==> src/rtl/instruction_fetch_unit.sv <==
// -----------------------------------------------------------------------------
// instruction_fetch_unit
//   Fetch stage for the RV64 datapath. Holds the PC, reads a word-indexed
//   instruction memory combinationally, and queues {pc, inst, pc+4, fault}
//   into a small prefetch FIFO that drains to decode over valid/ready.
//   A redirect flushes the FIFO and restarts fetch at a new PC. A misaligned
//   or out-of-range fetch enqueues a single NOP entry marked as a fault and
//   halts fetching until the next redirect.
//
// Ports
//   clk, rst_n        clock, asynchronous active-low reset
//   redirect_valid/pc flush and restart fetch at redirect_pc
//   imem_we/waddr/    synchronous instruction-memory write port (program load)
//   imem_wdata
//   out_valid/ready   head-of-FIFO handshake towards decode
//   out_pc/inst/pc4/  head entry fields, all zero while the FIFO is empty
//   out_fault
//   fifo_count        number of occupied FIFO entries
// -----------------------------------------------------------------------------
module instruction_fetch_unit #(
  parameter int              XLEN       = 64,
  parameter int              IMEM_WORDS = 64,
  parameter int              FIFO_DEPTH = 4,
  parameter logic [XLEN-1:0] RESET_PC   = '0
) (
  input  logic                            clk,
  input  logic                            rst_n,
  input  logic                            redirect_valid,
  input  logic [XLEN-1:0]                 redirect_pc,
  input  logic                            imem_we,
  input  logic [XLEN-1:0]                 imem_waddr,
  input  logic [31:0]                     imem_wdata,
  output logic                            out_valid,
  input  logic                            out_ready,
  output logic [XLEN-1:0]                 out_pc,
  output logic [31:0]                     out_inst,
  output logic [XLEN-1:0]                 out_pc4,
  output logic                            out_fault,
  output logic [$clog2(FIFO_DEPTH+1)-1:0] fifo_count
);

  localparam int AW = $clog2(IMEM_WORDS);
  localparam int PW = $clog2(FIFO_DEPTH);
  localparam int CW = $clog2(FIFO_DEPTH + 1);

  localparam logic [CW-1:0] FULL_COUNT = CW'(FIFO_DEPTH);
  localparam logic [31:0]   NOP_INST   = 32'h0000_0013;

  typedef struct packed {
    logic [XLEN-1:0] pc;
    logic [31:0]     inst;
    logic [XLEN-1:0] pc4;
    logic            fault;
  } entry_t;

  // Architectural state
  logic [XLEN-1:0] pc_q, pc_d;
  logic            halted_q, halted_d;
  logic [PW-1:0]   rd_ptr_q, rd_ptr_d;
  logic [PW-1:0]   wr_ptr_q, wr_ptr_d;
  logic [CW-1:0]   count_q, count_d;

  // Storage arrays
  entry_t          fifo_q [FIFO_DEPTH];
  logic [31:0]     mem_q  [IMEM_WORDS];

  // Fetch-side combinational signals
  logic            fetch_fault;
  logic [31:0]     fetch_word;
  logic            pop;
  logic            push;
  entry_t          new_entry;
  entry_t          head;

  // Byte-offset bits of the write address do not select anything.
  logic            unused_waddr_lsbs;
  assign unused_waddr_lsbs = ^imem_waddr[1:0];

  // Faulting fetch: misaligned, or word index beyond the memory depth.
  assign fetch_fault = (pc_q[1:0] != 2'b00) || (pc_q[XLEN-1:AW+2] != '0);
  assign fetch_word  = mem_q[pc_q[AW+1:2]];

  assign pop  = (count_q != '0) && out_ready;
  // A pop frees a slot in the same cycle, so a full FIFO can still accept.
  assign push = !redirect_valid && !halted_q && ((count_q != FULL_COUNT) || pop);

  assign new_entry = '{pc:    pc_q,
                       inst:  fetch_fault ? NOP_INST : fetch_word,
                       pc4:   pc_q + XLEN'(4),
                       fault: fetch_fault};

  // Next-state logic; redirect overrides both push and pop.
  always_comb begin
    // NOTE: every signal gets a default first so no path leaves it unassigned
    // and no latch is inferred.
    pc_d     = pc_q;
    halted_d = halted_q;
    rd_ptr_d = rd_ptr_q;
    wr_ptr_d = wr_ptr_q;
    count_d  = count_q;
    if (redirect_valid) begin
      pc_d     = redirect_pc;
      halted_d = 1'b0;
      rd_ptr_d = '0;
      wr_ptr_d = '0;
      count_d  = '0;
    end else begin
      if (push) begin
        pc_d     = pc_q + XLEN'(4);
        wr_ptr_d = wr_ptr_q + PW'(1);
        if (fetch_fault) halted_d = 1'b1;
      end
      if (pop) rd_ptr_d = rd_ptr_q + PW'(1);
      count_d = count_q + CW'(push) - CW'(pop);
    end
  end

  // NOTE: sequential state uses non-blocking assignments so every register
  // samples the pre-edge values, independent of block ordering.
  always_ff @(posedge clk or negedge rst_n) begin
    if (!rst_n) begin
      pc_q     <= RESET_PC;
      halted_q <= 1'b0;
      rd_ptr_q <= '0;
      wr_ptr_q <= '0;
      count_q  <= '0;
    end else begin
      pc_q     <= pc_d;
      halted_q <= halted_d;
      rd_ptr_q <= rd_ptr_d;
      wr_ptr_q <= wr_ptr_d;
      count_q  <= count_d;
    end
  end

  // NOTE: the FIFO payload and the instruction memory carry no reset; the
  // FIFO is emptied through its count and the memory must survive reset.
  always_ff @(posedge clk) begin
    if (push) fifo_q[wr_ptr_q] <= new_entry;
  end

  // Out-of-range writes are dropped instead of aliasing onto low words.
  always_ff @(posedge clk) begin
    if (imem_we && (imem_waddr[XLEN-1:AW+2] == '0)) begin
      mem_q[imem_waddr[AW+1:2]] <= imem_wdata;
    end
  end

  // Outputs come from the head entry and are forced to zero when empty,
  // so an asynchronous reset clears them immediately via count_q.
  assign head       = fifo_q[rd_ptr_q];
  assign out_valid  = (count_q != '0);
  assign out_pc     = out_valid ? head.pc    : '0;
  assign out_inst   = out_valid ? head.inst  : '0;
  assign out_pc4    = out_valid ? head.pc4   : '0;
  assign out_fault  = out_valid ? head.fault : 1'b0;
  assign fifo_count = count_q;

endmodule

==> config.mk <==
export PLATFORM = sky130hd
export DESIGN_NAME = instruction_fetch_unit
export DESIGN_NICKNAME = d
export VERILOG_FILES = /design/src/rtl/instruction_fetch_unit.sv
export SDC_FILE = /design/constraint.sdc
export NUM_CORES = 2
export LEC_CHECK = 0
export CORE_UTILIZATION = 35
export DETAILED_ROUTE_END_ITERATION = 10
export SYNTH_ARGS = -nofsm -noshare
export SYNTH_HDL_FRONTEND = slang
export SYNTH_SLANG_ARGS = --single-unit
==> constraint.sdc <==
create_clock -name clk -period 6.3 [get_ports clk]
set_input_delay 1.26 -clock clk [delete_from_list [all_inputs] [get_ports clk]]
set_output_delay 1.26 -clock clk [all_outputs]
set_load 0.02 [all_outputs]
==> results.sh <==
export IMPL_drive_gt1_share_pct=23.2
export IMPL_fin_tns_setup_ns=0
export IMPL_wl_per_cell_um=28.3
export IMPL_place_inst=9405
export IMPL_synth_seq_cells=2756
export IMPL_status="finished clean"
export IMPL_dpl_hpwl_um=167000
export IMPL_crit_path_start="rd_ptr_q[0]$_DFFE_PN0P_"
export IMPL_ios=330
export IMPL_setup_viol=0
export IMPL_initial_core_util_pct=35.2
export IMPL_multi_input_area_um2=23900
export IMPL_layout_worst_path_cycle_share_pct=80.0
export IMPL_fillCellCount=26500
export IMPL_via_per_inst=5.39
export IMPL_postSynth_asyncResetShare_pct=2.61
export IMPL_cts_hold_buffers=0
export IMPL_syn_area_um2=107000
export IMPL_ys_warnings_count=0
export IMPL_slew_headroom_pct=5.76
export IMPL_synth_main_ff_cell="edfxtp_1"
export IMPL_clk_pin_slew_worst_paths_ns=0.06
export IMPL_r2r_slack_ns=2.24
export IMPL_cp_cell_sequence="buf_4 -> mux4_2 -> and2_1 -> clkdlybuf4s50_1"
export IMPL_worstPathRequired_ns=5.04
export IMPL_die_h_um=555
export IMPL_grt_start_max_net_pins=110
export IMPL_gp_congestion=0.804
export IMPL_synthCells=5094
export IMPL_antenna_left=0
export IMPL_reg2reg_from="pc_q[4]$_DFFE_PN0P_"
export IMPL_rsz0062_at_grt="false"
export IMPL_cts_setup_buffers=0
export IMPL_synth_area_leader_cell="edfxtp_1"
export IMPL_synth_nets=5267
export IMPL_num_rows=202
export IMPL_final_max_slew_viol_count=0
export IMPL_arrival_ns=3.78
export IMPL_dieArea_um2=308000
export IMPL_finalInstanceArea_um2=125000
export IMPL_synth_top_cell_area_share_pct=75.3
export IMPL_io_buffers=327
export IMPL_cp_start_kind="flip-flop"
export IMPL_synth_edf_count=2684
export IMPL_drt_total_wl_um=280000
export IMPL_clockBufferDepth=4
export IMPL_remaining_drc_errors=0
export IMPL_tightest_slew_ns=1.41
export IMPL_routed_via_count=53400
export IMPL_htree_num_levels=5
export IMPL_slowest_delay_ns=1.03
export IMPL_postPlaceCellArea_um2=116000
export IMPL_peakVddDrop_mv=0.218
export IMPL_power_mw=44.6
export IMPL_antenna_found_initial=23
export IMPL_cts_root_buffer="clkbuf_16"
export IMPL_seq_area_um2=82400
export IMPL_synthToLayoutAreaGrowth_pct=16.9
export IMPL_hold_viol=0
export IMPL_nets=5786
export IMPL_synthTopCellsByArea="edfxtp_1 (75%), mux4_2 (13%), mux2i_1 (2.2%)"
export IMPL_reg2reg_to="fifo_q[0][62]$_DFFE_PP_"
export IMPL_r2r_cells=6
export IMPL_cts_buffers=286
export IMPL_fin_cells=9897
export IMPL_grt_pass1_vias=53100
export IMPL_gr_total_overflow=0
export IMPL_yosysSeqAreaShare_pct=77.0
export IMPL_die_w_um=555
export IMPL_synth_avg_cell_area_um2=21.0
export IMPL_layout_min_cycle_time_ns=5.04
export IMPL_grt_first_pass_wirelength_um=396000
export IMPL_fmax_ghz=0.198
export IMPL_cp_endpoint="out_pc4[37]"
export IMPL_dr_pass1_iters=5
export IMPL_design_core_area_um2=304000
export IMPL_holdWs_ns=0.377
export IMPL_skew_ns=0.0643
export IMPL_hold_path_class="input port to async pin"
export IMPL_drv_cap=0
export IMPL_p_per_area_nw_per_um2=357
export IMPL_slowest_stage="dfrtp_4"
export IMPL_drtIter0Drc=5503
export IMPL_crit_fanout=38
export IMPL_clock_sinks=2756
export IMPL_ctsResizeCount=0
export IMPL_end_kind="output port"
export IMPL_leakage_nw=38.5
export IMPL_grt_usage_pct=17.9
export IMPL_path_class="flip-flop to output port"
export IMPL_cts_tree="built"
export IMPL_worstSkewPairLatency_ns=0.86
export IMPL_synthDistinctLibCells=57
==> power by group <==
part           switching [mW]  total [mW]  internal, mW
registers               0.380        20.8          20.4
logic                    4.43        7.90          3.47
clock network            6.88        15.9          9.06
==> kinds of logic (layout without fill, tap and decap cells) <==
logic type / Yosys count / count (layout) / synth area share (%)
AO/OA/AOI/OAI: 356 / 356 / 2.32
XOR/XNOR: 124 / 124 / 1.02
AND/OR/NAND/NOR: 693 / 693 / 3.45
other: 0 / 4 / 0
flip-flops: 2756 / 2756 / 77.0
buffers and inverters: 315 / 1034 / 1.20
adder cells (fa/ha/maj): 8 / 8 / 0.101
multiplexers: 842 / 842 / 14.9
==> registers in the layout (all words and copies together), names as in the netlist <==
signal,cells
mem_q,2048
fifo_q,636
pc_q,64
fifo_count,3
rd_ptr_q,2
wr_ptr_q,2
halted_q,1
==> cells in the final DEF (no fill, tap or decap), types with 29 or more instances in the layout <==
| master | count |
|---|---|
| o22ai_1 | 119 |
| dfrtp_1 | 65 |
| nor3_1 | 46 |
| mux4_2 | 599 |
| clkbuf_16 | 291 |
| edfxtp_1 | 2684 |
| and2_1 | 166 |
| buf_2 | 32 |
| mux2i_1 | 231 |
| nor2_4 | 65 |
| buf_4 | 184 |
| a22oi_1 | 88 |
| nor4_1 | 46 |
| clkinv_1 | 40 |
| nand2_1 | 120 |
| nor2_1 | 68 |
| clkinv_2 | 43 |
| xnor2_1 | 74 |
| o2111a_1 | 29 |
| clkdlybuf4s50_1 | 293 |
| o21ai_0 | 45 |
| nand3_1 | 65 |
| xor2_1 | 50 |
| clkbuf_1 | 68 |
==> routing by layer <==
layer | track usage [%] | wire (µm) | up-vias
met1 | 25.6 | 119000 | 28700
met3 | 2.86 | 21800 | 385
met5 | 0 | 75 | -
li1 | - | - | 22200
met2 | 28.3 | 131000 | 2142
met4 | 4.91 | 8100 | 12
==> worst min-delay path by stage <==
| stage | end | slack [ns] | depth (start not counted) |
|---|---|---|---|
| floorplan | fifo_q[0][108]$_DFFE_PP_ | 0.47 | 0 |
| global placement | halted_q$_DFFE_PN0P_ | 0.52 | 2 |
| detailed placement | halted_q$_DFFE_PN0P_ | 0.53 | 2 |
| CTS | pc_q[22]$_DFFE_PN0P_ | 0.33 | 1 |
| global route | pc_q[22]$_DFFE_PN0P_ | 0.37 | 1 |
| finish | pc_q[26]$_DFFE_PN0P_ | 0.38 | 1 |
==> area by class of cell <==
cell class | count | area share [%]
sequential | 2756 | 65.9
multi-input combinational | 2023 | 19.1
clock buffer | 369 | 6.14
tap | 4080 | 4.08
timing repair buffer | 532 | 3.95
clock inverter | 119 | 0.765
inverter | 14 | 0.0420
antenna | 4 | 0.00801
==> Yosys cell counts, types with 3 or more instances <==
cell / n
o21ai_1: 13
nor2_1: 136
ha_1: 7
and2_1: 171
o211ai_1: 23
a22o_1: 3
nand4_1: 23
nor4_1: 50
xor2_1: 50
xnor2_1: 74
nand3b_1: 5
nand2b_1: 10
o2111a_1: 29
clkbuf_1: 166
and3_1: 13
edfxtp_1: 2684
o21ai_0: 45
nor2b_1: 6
buf_1: 77
nand3_1: 65
mux2i_1: 231
buf_4: 5
inv_1: 13
a22oi_1: 88
and4_1: 4
mux2_2: 12
a221oi_1: 3
nor3_1: 49
or2_2: 5
dfrtp_1: 72
a21oi_1: 13
buf_2: 50
o22ai_1: 119
mux4_2: 599
nand2_1: 120
a32oi_1: 10
or3_1: 8
nor4_2: 8
or4_1: 4
o32ai_1: 7
==> critical path, delay by kind of cell (launching register included) <==
family | cells | cell delay, ns
flops | 1 | 1.03
buf+inv | 2 | 1.06
simple gates | 1 | 0.23
mux | 1 | 0.57
==> metrics by stage <==
stage	worst slack (ns)	util [%]
after floorplan	1.61	-
after global placement	1.11	38.3
after detailed placement	1.10	38.3
after CTS	1.13	41.2
after global routing	1.06	41.2
final	1.26	41.2
Note: power is estimated with default switching activity, not from simulation.
